<file path="src/rtl/prim_ram_2p_fifo_pkg.sv">
// Shared constants, types and width helpers for the RAM-backed FIFO controller.
// Optional synchronous flush is enabled with PRIM_RAM_2P_FIFO_CLR_EN.
package prim_ram_2p_fifo_pkg;

    localparam int ObufDepth = 2;
    localparam int ObufCntW  = $clog2(ObufDepth + 1);

    // Occupancy of the output buffer, 0..ObufDepth.
    typedef logic [ObufCntW-1:0] obuf_cnt_t;

    // Occupancy can reach Depth words in RAM plus one in flight plus the buffer.
    function automatic int calc_cnt_w(input int depth);
        return $clog2(depth + ObufDepth + 1);
    endfunction

endpackage

</file>
<file path="src/rtl/prim_ram_2p_fifo_obuf.sv">
// Two-entry in-order register FIFO that absorbs the RAM read latency.
// Gains a synchronous i_clr input when PRIM_RAM_2P_FIFO_CLR_EN is defined.
module prim_ram_2p_fifo_obuf
    import prim_ram_2p_fifo_pkg::*;
#(
    parameter int Width = 32
) (
    input  logic             clk_i,
    input  logic             rst_ni,
`ifdef PRIM_RAM_2P_FIFO_CLR_EN
    input  logic             i_clr,
`endif
    input  logic             i_enq,
    input  logic             i_deq,
    input  logic [Width-1:0] i_data,
    output obuf_cnt_t        o_cnt,
    output logic [Width-1:0] o_head
);

    logic [Width-1:0] r_head;
    logic [Width-1:0] r_tail;
    obuf_cnt_t        r_cnt;

    // The head slot always holds the oldest word; the tail shifts forward on a dequeue.
    always_ff @(posedge clk_i or negedge rst_ni) begin
        if (!rst_ni) begin
            r_head <= '0;
            r_tail <= '0;
            r_cnt  <= '0;
        end
`ifdef PRIM_RAM_2P_FIFO_CLR_EN
        else if (i_clr) begin
            r_cnt <= '0;
        end
`endif
        else begin
            r_cnt <= r_cnt + obuf_cnt_t'(i_enq) - obuf_cnt_t'(i_deq);
            if (i_deq) begin
                if (r_cnt == obuf_cnt_t'(ObufDepth)) begin
                    r_head <= r_tail;
                    if (i_enq) begin
                        r_tail <= i_data;
                    end
                end else if (i_enq) begin
                    r_head <= i_data;
                end
            end else if (i_enq) begin
                if (r_cnt == '0) begin
                    r_head <= i_data;
                end else begin
                    r_tail <= i_data;
                end
            end
        end
    end

    assign o_cnt  = r_cnt;
    assign o_head = r_head;

endmodule

</file>
<file path="src/rtl/prim_ram_2p_fifo.sv">
// FIFO controller driving a dual-port synchronous RAM (A write, B read) with a 2-entry output buffer.
// Define PRIM_RAM_2P_FIFO_CLR_EN to add the synchronous flush input clr_i.
module prim_ram_2p_fifo
    import prim_ram_2p_fifo_pkg::*;
#(
    parameter  int Width = 32,
    parameter  int Depth = 128,
    localparam int Aw    = $clog2(Depth),
    localparam int CntW  = calc_cnt_w(Depth)
) (
    input  logic             clk_i,
    input  logic             rst_ni,
`ifdef PRIM_RAM_2P_FIFO_CLR_EN
    input  logic             clr_i,
`endif
    input  logic             wvalid_i,
    output logic             wready_o,
    input  logic [Width-1:0] wdata_i,
    output logic             rvalid_o,
    input  logic             rready_i,
    output logic [Width-1:0] rdata_o,
    output logic [CntW-1:0]  depth_o,
    output logic             full_o,
    output logic             ram_a_req_o,
    output logic             ram_a_write_o,
    output logic [Aw-1:0]    ram_a_addr_o,
    output logic [Width-1:0] ram_a_wdata_o,
    output logic [Width-1:0] ram_a_wmask_o,
    output logic             ram_b_req_o,
    output logic             ram_b_write_o,
    output logic [Aw-1:0]    ram_b_addr_o,
    input  logic [Width-1:0] ram_b_rdata_i
);

    localparam int          PendW   = ObufCntW + 1;
    localparam logic [Aw:0] RamFull = (Aw + 1)'(Depth);

    logic [Aw-1:0]    r_wptr;
    logic [Aw-1:0]    r_rptr;
    logic [Aw:0]      r_ram_cnt;
    logic             r_inflight;
    obuf_cnt_t        w_obuf_cnt;
    logic [Width-1:0] w_obuf_head;
    logic             w_wready;
    logic             w_push;
    logic             w_pop;
    logic             w_issue;
    logic [PendW-1:0] w_pending;

`ifdef PRIM_RAM_2P_FIFO_CLR_EN
    assign w_wready = (r_ram_cnt != RamFull) && !clr_i;
`else
    assign w_wready = (r_ram_cnt != RamFull);
`endif

    assign w_push   = wvalid_i && w_wready;
    assign w_pop    = rvalid_o && rready_i;

    // Words already committed to the buffer after this cycle's pop; keep it below two.
    assign w_pending = PendW'(w_obuf_cnt) + PendW'(r_inflight) - PendW'(w_pop);

`ifdef PRIM_RAM_2P_FIFO_CLR_EN
    assign w_issue = (r_ram_cnt != '0) && (w_pending < PendW'(ObufDepth)) && !clr_i;
`else
    assign w_issue = (r_ram_cnt != '0) && (w_pending < PendW'(ObufDepth));
`endif

    // Pointers wrap naturally because Depth is a power of two.
    always_ff @(posedge clk_i or negedge rst_ni) begin
        if (!rst_ni) begin
            r_wptr     <= '0;
            r_rptr     <= '0;
            r_ram_cnt  <= '0;
            r_inflight <= 1'b0;
        end
`ifdef PRIM_RAM_2P_FIFO_CLR_EN
        else if (clr_i) begin
            r_wptr     <= '0;
            r_rptr     <= '0;
            r_ram_cnt  <= '0;
            r_inflight <= 1'b0;
        end
`endif
        else begin
            if (w_push) begin
                r_wptr <= r_wptr + Aw'(1);
            end
            if (w_issue) begin
                r_rptr <= r_rptr + Aw'(1);
            end
            r_ram_cnt  <= r_ram_cnt + (Aw + 1)'(w_push) - (Aw + 1)'(w_issue);
            r_inflight <= w_issue;
        end
    end

    prim_ram_2p_fifo_obuf #(
        .Width (Width)
    ) u_obuf (
        .clk_i  (clk_i),
        .rst_ni (rst_ni),
`ifdef PRIM_RAM_2P_FIFO_CLR_EN
        .i_clr  (clr_i),
`endif
        .i_enq  (r_inflight),
        .i_deq  (w_pop),
        .i_data (ram_b_rdata_i),
        .o_cnt  (w_obuf_cnt),
        .o_head (w_obuf_head)
    );

    assign wready_o      = w_wready;
    assign full_o        = !w_wready;
    assign rvalid_o      = (w_obuf_cnt != '0);
    assign rdata_o       = w_obuf_head;
    assign depth_o       = CntW'(r_ram_cnt) + CntW'(r_inflight) + CntW'(w_obuf_cnt);

    assign ram_a_req_o   = w_push;
    assign ram_a_write_o = w_push;
    assign ram_a_addr_o  = r_wptr;
    assign ram_a_wdata_o = wdata_i;
    assign ram_a_wmask_o = '1;

    assign ram_b_req_o   = w_issue;
    assign ram_b_write_o = 1'b0;
    assign ram_b_addr_o  = r_rptr;

endmodule
</file>
<file path="config.mk">
export PLATFORM = sky130hd
export DESIGN_NAME = prim_ram_2p_fifo
export DESIGN_NICKNAME = d
export VERILOG_FILES = /design/src/rtl/prim_ram_2p_fifo_pkg.sv /design/src/rtl/prim_ram_2p_fifo_obuf.sv /design/src/rtl/prim_ram_2p_fifo.sv
export SDC_FILE = /design/constraint.sdc
export NUM_CORES = 1
export LEC_CHECK = 0
export ABC_AREA = 0
export BUFFER_PORTS_ARGS = -buffer_cell sky130_fd_sc_hd__buf_2
export CAP_MARGIN = 0
export CORE_MARGIN = 10
export CORE_UTILIZATION = 30
export DETAILED_ROUTE_END_ITERATION = 10
export GPL_TIMING_DRIVEN = 0
export SLEW_MARGIN = 10
export SYNTH_ARGS = -nofsm -noshare
export SYNTH_HDL_FRONTEND = slang
export SYNTH_SLANG_ARGS = --single-unit
</file>
<file path="constraint.sdc">
create_clock -name clk_i -period 4.3 [get_ports clk_i]
set_input_delay 0.215 -clock clk_i [delete_from_list [all_inputs] [get_ports clk_i]]
set_output_delay 0.215 -clock clk_i [all_outputs]
set_load 0.005 [all_outputs]
</file>
[After elaboration in Yosys (flattened, before gate mapping)]
Cells that the tools add are included.
Word-level totals
  bits in registers: 89
  latch bits: 0
  RAM bits: 0
  bits in read-only memories: 0
  bits of input ports: 68
  output and inout bits: 125
  logic and storage cells: 44
  memories: 0
Operators by class
  $add $sub $neg: 10
  $mul: 0
  div/mod/pow operators: 0
  order comparisons: 1
  eq/ne operators: 5
  shift operators: 0
  mux-type cells: 9
  bitwise gates (word level): 0
  reductions and logical operators: 12
Operators with widths (count)
  2-to-1 mux 32 bit: 9
  adder 8 x 1 -> 8 bit: 2
  adder 7 x 1 -> 7 bit (second input constant): 2
  adder 8 x 2 -> 8 bit: 1
  != test 8 bit (second input constant): 1
  nonzero test 2 bit: 4
  nonzero test 8 bit: 1
  subtractor 8 x 1 -> 8 bit: 1
  != test 2 bit (second input constant): 2
  AND reduction 4 bit: 1
  adder 2 x 1 -> 3 bit: 1
  logical AND 1 bit: 3
  < comparator 3 x 2 -> 1 bit (second input constant): 1
  AND reduction 3 bit: 1
  subtractor 3 x 1 -> 3 bit: 1
  adder 2 x 1 -> 2 bit: 1
  equality test 2 bit (second input constant): 1
  logical NOT 2 bit: 1
  != test 2 x 1 -> 1 bit (second input constant): 1
  subtractor 2 x 1 -> 2 bit: 1
  logical NOT 1 bit: 1

[Longest topological paths before layout]
  depth after elaboration: 6
  depth in mapped cells: 19
  mapped depth without buffers: 18

[By module]
A second synthesis with hierarchy kept.
Unflattened totals
  cell total of the unflattened synthesis: 470
  area total of the unflattened synthesis: 5303.8 µm²
By module, submodules not included
  prim_ram_2p_fifo_obuf: times used 1, cells an instance 263, area each 3298.2 µm², seq. area each 1651.6 µm²
  prim_ram_2p_fifo: times used 1, cells an instance 207, area each 2005.7 µm², seq. area each 575.6 µm²

[Worst setup path after synthesis]
No wires, ideal clock.
  path type: reg-to-reg
  start: reg u_obuf.r_cnt[1], in the netlist u_obuf.o_cnt[1]
  end: reg r_ram_cnt[6]
  library setup time: 0.151 ns
  arrival time: 3.797 ns
  required time: 4.149 ns
  setup slack: 0.351 ns
  cell stages (with the launch flop): 20
  buffers on the path: 1
  period minus slack after synthesis: 3.949 ns
  cell sequence: dfrtp_1 > nor2b_4 > nand2_2 > clkbuf_1 > o21ai_0 > ha_1 > inv_1 > fa_1 > xor2_1 > a211oi_4 > ha_1 > inv_1 > ha_1 > inv_1 > fa_1 > nand2b_1 > a21oi_1 > o21ai_0 > or4b_1 > o311ai_0
On the way
  cells in the longest elaborated chain, start to end: 6
  elaborated cells on any way between the ends: 7
  those cells by class: 3 x add/sub; 1 x order compare; 3 x reduce/logical
Ends and longest elaborated chain
  start, declared: line prim_ram_2p_fifo_obuf.sv:22  | obuf_cnt_t r_cnt;
  start signal, assigned: line prim_ram_2p_fifo_obuf.sv:37  | r_cnt <= r_cnt + obuf_cnt_t'(i_enq) - obuf_cnt_t'(i_deq);
  parallel branches: the longest is 2 deep, another holds adder 2 x 1 -> 3 bit
  subtractor 3 x 1 -> 3 bit (*): line prim_ram_2p_fifo.sv:60  | assign w_pending = PendW'(w_obuf_cnt) + PendW'(r_inflight) - PendW'(w_pop);
  < comparator 3 x 2 -> 1 bit (*): line prim_ram_2p_fifo.sv:65  | assign w_issue = (r_ram_cnt != '0) && (w_pending < PendW'(ObufDepth));
  logical AND 1 bit (*): line prim_ram_2p_fifo.sv:65
  via ram_b_req_o: line prim_ram_2p_fifo.sv:29  | output logic ram_b_req_o,
  subtractor 8 x 1 -> 8 bit (*): line prim_ram_2p_fifo.sv:91  | r_ram_cnt <= r_ram_cnt + (Aw + 1)'(w_push) - (Aw + 1)'(w_issue);
  end signal, assigned: line prim_ram_2p_fifo.sv:91
  end, declared: line prim_ram_2p_fifo.sv:40  | logic [Aw:0] r_ram_cnt;
Mark *: on every way through the listed nets, which the timed path passes.
A chain may end at the register's enable or synchronous reset.

[Worst setup path after layout]
  start: reg u_obuf.r_cnt[1], in the netlist u_obuf.o_cnt[1]
  end: reg r_ram_cnt[6]
On the way
  cells in the longest elaborated chain, start to end: 6
  elaborated cells on any way between the ends: 7
  those cells by class: 3 x add/sub; 1 x order compare; 3 x reduce/logical
Ends and longest elaborated chain
  parallel branches: the longest is 2 deep, another holds adder 2 x 1 -> 3 bit
  subtractor 3 x 1 -> 3 bit (*): line prim_ram_2p_fifo.sv:60
  via w_pending[1]: line prim_ram_2p_fifo.sv:48  | logic [PendW-1:0] w_pending;
  < comparator 3 x 2 -> 1 bit (*): line prim_ram_2p_fifo.sv:65
  logical AND 1 bit (*): line prim_ram_2p_fifo.sv:65
  subtractor 8 x 1 -> 8 bit (*): line prim_ram_2p_fifo.sv:91
Marked as above.

==> metrics.txt <==
# TYPE chip_impl_metric gauge
chip_impl_metric{name="hpwl_after_detailed_placement",unit="um"} 9490
chip_impl_metric{name="synth.yosys.seq_area_share",unit="%"} 45.9
chip_impl_metric{name="synth-adder-area-share",unit="%"} 6.81
chip_impl_metric{name="via_count",unit=""} 3533
chip_impl_metric{name="power.static_leakage",unit="nW"} 3.18
chip_impl_metric{name="final_nets",unit=""} 721
chip_impl_metric{name="clockBufferDepth",unit=""} 2
chip_impl_metric{name="die_h",unit="um"} 147
chip_impl_metric{name="yosysUniqueCellTypes",unit=""} 39
chip_impl_metric{name="numPortBuffers",unit=""} 127
chip_impl_metric{name="pwr-share-comb",unit="%"} 48.4
chip_impl_metric{name="post-synth-top-area-fraction",unit="%"} 45.9
chip_impl_metric{name="post_synth_inst_count",unit=""} 457
chip_impl_metric{name="max-vdd-ir-drop",unit="uV"} 374
chip_impl_metric{name="number_of_antenna_violations_at_the_first_check_in_global_routing",unit=""} 1
chip_impl_metric{name="synth_area_per_cell",unit="um^2"} 10.6
chip_impl_info{name="post_synth_main_area_contributors",value="sky130_fd_sc_hd__dfrtp_1, sky130_fd_sc_hd__buf_4, sky130_fd_sc_hd__mux2_4"} 1
chip_impl_metric{name="clk_pin_slew",unit="ps"} 70
chip_impl_info{name="worstSetupEndpointType",value="register"} 1
chip_impl_metric{name="num_io_pins",unit=""} 193
chip_impl_metric{name="yosysWarningCount",unit=""} 0
chip_impl_metric{name="detail_route.drc_violations",unit=""} 0
chip_impl_metric{name="intPower",unit="mW"} 2.88
chip_impl_metric{name="timing.final.crit_period",unit="ps"} 3980
chip_impl_metric{name="muxShareOfSynthArea",unit="%"} 10.4
chip_impl_metric{name="post-layout-total-power",unit="mW"} 4.65
chip_impl_info{name="main_combinational_cell_family_by_area_after_synthesis",value="buffers and inverters"} 1
chip_impl_metric{name="finalHoldViolations",unit=""} 0
chip_impl_metric{name="ant_nets",unit=""} 0
chip_impl_info{name="tritoncts",value="built"} 1
chip_impl_metric{name="wl_per_cell",unit="um"} 14.6
chip_impl_metric{name="grt_overflow",unit=""} 0
chip_impl_metric{name="power.sequential.fraction",unit="%"} 34.5
chip_impl_metric{name="global_route.usage.total",unit="%"} 11.5
chip_impl_metric{name="max_clock_freq",unit="MHz"} 251
chip_impl_metric{name="drive_above_1_share",unit="%"} 42.6
chip_impl_metric{name="setup-violations-final",unit=""} 0
chip_impl_metric{name="critPathRequiredTime",unit="ps"} 4500
chip_impl_metric{name="avgViaCountPerCell",unit=""} 4.15
chip_impl_metric{name="fin_tns_setup",unit="ps"} 0
chip_impl_metric{name="worst_ep_arrival_time",unit="ps"} 4180
chip_impl_metric{name="initial_utilization",unit="%"} 30.5
chip_impl_metric{name="max_cap_viol_count",unit=""} 0
chip_impl_metric{name="die_area",unit="mm^2"} 0.0217
chip_impl_info{name="cts_root_buffer",value="sky130_fd_sc_hd__clkbuf_16"} 1
chip_impl_metric{name="worst_skew_pair.late_latency",unit="ps"} 350
chip_impl_metric{name="compound_cell_area_share_of_the_yosys_netlist",unit="%"} 6.78
chip_impl_metric{name="finalWeightedCongestion",unit=""} 0.753
chip_impl_metric{name="synthesized_area_fraction_occupied_by_xor_and_xnor_cells",unit="%"} 4.33
chip_impl_metric{name="drtIter0Drc",unit=""} 167
chip_impl_metric{name="htree_num_levels",unit=""} 3
chip_impl_info{name="mostFrequentLayoutCell",value="sky130_fd_sc_hd__buf_2"} 1
chip_impl_metric{name="drt-pass1-iter-count",unit=""} 4
chip_impl_metric{name="maximum_number_of_pins_on_one_net_before_global_route_repair",unit=""} 48
chip_impl_metric{name="ys_seq_elements",unit=""} 89
chip_impl_metric{name="core.rowCount",unit=""} 46
chip_impl_metric{name="detail_route.wirelength",unit="um"} 12500
chip_impl_metric{name="clock-skew-final",unit="ps"} 6.65
chip_impl_metric{name="first_pass_grt_wire_length",unit="um"} 20400
chip_impl_metric{name="cellPowerDensity",unit="mW/mm^2"} 746
chip_impl_metric{name="synth.cell_area",unit="mm^2"} 0.00485
chip_impl_metric{name="tightest_slew",unit="ps"} 581
chip_impl_info{name="worstSetupPathType",value="register to register"} 1
chip_impl_metric{name="flow.area_growth_from_synthesis",unit="%"} 28.3
chip_impl_info{name="most-common-layout-cells",value="sky130_fd_sc_hd__buf_2, sky130_fd_sc_hd__dfrtp_1, sky130_fd_sc_hd__nand2_1"} 1
chip_impl_metric{name="slew_violations",unit=""} 0
chip_impl_info{name="critPathLaunchType",value="register"} 1
chip_impl_metric{name="cts_num_sinks",unit=""} 89
chip_impl_metric{name="power.switching_fraction",unit="%"} 38.0
chip_impl_metric{name="switching_power",unit="mW"} 1.77
chip_impl_metric{name="die-width",unit="um"} 147
chip_impl_info{name="run_status",value="finished clean"} 1
chip_impl_metric{name="synthSimpleGateAreaFrac",unit="%"} 11.8
chip_impl_metric{name="timing.max_slew.rel_slack",unit="%"} 61.3
chip_impl_info{name="rsz_0062_raised_after_global_routing",value="no"} 1
chip_impl_info{name="worst_hold_path_type",value="input port to register"} 1
chip_impl_metric{name="coreArea",unit="mm^2"} 0.0159
chip_impl_metric{name="numCtsBuffers",unit=""} 9
chip_impl_metric{name="worst-path-max-fanout",unit=""} 10
chip_impl_metric{name="period_share",unit="%"} 92.6
chip_impl_metric{name="clock_power_share",unit="%"} 17.1
chip_impl_metric{name="grt_pass1_vias",unit=""} 3780
chip_impl_info{name="synth.largest_area_cell",value="sky130_fd_sc_hd__dfrtp_1"} 1
## registers in the layout (all words and copies together) (netlist names)
signal and count:
ram_a_addr_o 7, u_obuf.o_head 32, r_inflight 1, ram_b_addr_o 7, u_obuf.r_tail 32, r_ram_cnt 8
u_obuf.o_cnt 2
## Yosys cell counts
cell type,number
sky130_fd_sc_hd__o21ai_0,3
sky130_fd_sc_hd__mux2i_1,1
sky130_fd_sc_hd__clkbuf_1,2
sky130_fd_sc_hd__nor3_1,2
sky130_fd_sc_hd__o311ai_0,1
sky130_fd_sc_hd__inv_2,2
sky130_fd_sc_hd__ha_1,20
sky130_fd_sc_hd__nand2b_1,3
sky130_fd_sc_hd__or4b_1,1
sky130_fd_sc_hd__xnor2_1,18
sky130_fd_sc_hd__nor2b_4,1
sky130_fd_sc_hd__nand2_2,1
sky130_fd_sc_hd__xor2_1,6
sky130_fd_sc_hd__buf_6,3
sky130_fd_sc_hd__a221oi_1,1
sky130_fd_sc_hd__buf_1,1
sky130_fd_sc_hd__nor2_2,1
sky130_fd_sc_hd__nand2_1,71
sky130_fd_sc_hd__a211oi_4,1
sky130_fd_sc_hd__and4bb_4,1
sky130_fd_sc_hd__nor2_1,38
sky130_fd_sc_hd__inv_1,21
sky130_fd_sc_hd__a21boi_2,1
sky130_fd_sc_hd__buf_4,66
sky130_fd_sc_hd__or2_2,1
sky130_fd_sc_hd__and3_1,1
sky130_fd_sc_hd__fa_1,4
sky130_fd_sc_hd__conb_1,2
sky130_fd_sc_hd__mux2_4,30
sky130_fd_sc_hd__a21oi_1,5
sky130_fd_sc_hd__nor3b_1,1
sky130_fd_sc_hd__a31oi_1,32
sky130_fd_sc_hd__nand3_1,2
sky130_fd_sc_hd__buf_2,9
sky130_fd_sc_hd__o21ai_4,2
sky130_fd_sc_hd__o31ai_1,1
sky130_fd_sc_hd__nand4_1,8
sky130_fd_sc_hd__dfrtp_1,89
sky130_fd_sc_hd__mux2_2,4
## layer usage
metal  vias to the layer above  routed length (um)  GRT usage (%)
li1                       1758                   -              -
met5                         -                   0              0
met4                         0                 143           4.01
met2                       122                5830           18.1
met3                         9                 893           3.56
met1                      1644                5600           14.5
## power groups by stage
stage	Combinational (mW)	Sequential (mW)	Clock, mW
CTS	2.30	1.61	0.818
global route	2.55	1.67	0.851
global placement	2.24	1.60	0
finish	2.25	1.60	0.793
detailed placement	2.28	1.62	0
floorplan	1.55	1.57	0
## area by class of cell
type	count	area (um^2)
Tap cell	216	270
Antenna cell	2	5.00
Timing Repair Buffer	130	683
Sequential cell	89	2230
Multi-Input combinational cell	295	2070
Clock buffer	9	225
Inverter	23	86.3
Fill cell	1642	9660
Clock inverter	7	70.1
Buffer	81	587
## logic make-up after synthesis
kind of cell / Yosys count
simple gates: 132
buf+inv: 104
flops: 89
compound gates: 47
mux: 35
fa+ha+maj: 24
xor+xnor: 24
other cells: 2
## worst max-delay path, stage by stage (launching register included)
cell	delay (ps)
sky130_fd_sc_hd__dfrtp_2	470
sky130_fd_sc_hd__nor2b_4	220
sky130_fd_sc_hd__nand2_2	130
sky130_fd_sc_hd__buf_2	230
sky130_fd_sc_hd__o21ai_0	110
sky130_fd_sc_hd__ha_1	170
sky130_fd_sc_hd__inv_1	50
sky130_fd_sc_hd__fa_1	480
sky130_fd_sc_hd__inv_1	70
sky130_fd_sc_hd__a211oi_4	230
sky130_fd_sc_hd__ha_1	260
sky130_fd_sc_hd__inv_1	50
sky130_fd_sc_hd__ha_1	160
sky130_fd_sc_hd__inv_1	60
sky130_fd_sc_hd__fa_1	380
sky130_fd_sc_hd__nand2b_1	160
sky130_fd_sc_hd__a21oi_1	180
sky130_fd_sc_hd__o21ai_0	130
sky130_fd_sc_hd__or4b_1	180
sky130_fd_sc_hd__o311ai_0	110
## per-stage QoR
step                      std cells  setup WS, ps  area [um^2]  hold slack (ps)  utilization (%)
after floorplan                 488           351         4970            -80.6                -
after global placement          831          -224         5870              456             37.0
after detailed placement        832          -290         5900              256             37.2
after CTS                       850          30.2         6220              104             39.1
after global routing            850          18.6         6220              117             39.2
final                           852           320         6220              114             39.2
## final timing paths
check / startpoint / end / slack [ps] / depth (start not counted)
max: u_obuf.o_cnt[1] / r_ram_cnt[6] / 320 / 19
min: ram_b_rdata_i[6] / u_obuf.r_tail[6] / 110 / 2
max reg2reg: u_obuf.o_cnt[1] / r_ram_cnt[6] / 320 / 19
min reg2reg: ram_a_addr_o[6] / ram_a_addr_o[6] / 470 / 1
max in group asynchronous: rst_ni / u_obuf.o_cnt[1] / 3230 / 3
min in group asynchronous: rst_ni / u_obuf.o_head[6] / 420 / 2
## what timing repair did
action	in CTS	in global routing
setup buffers	1	0
gates cloned	0	0
pin swaps	1	0
setup endpoints to repair	3	2
hold buffers	1	0
resized for setup	0	4
endpoints found under the hold margin	42	0
Note: power is estimated with default switching activity, not from simulation.
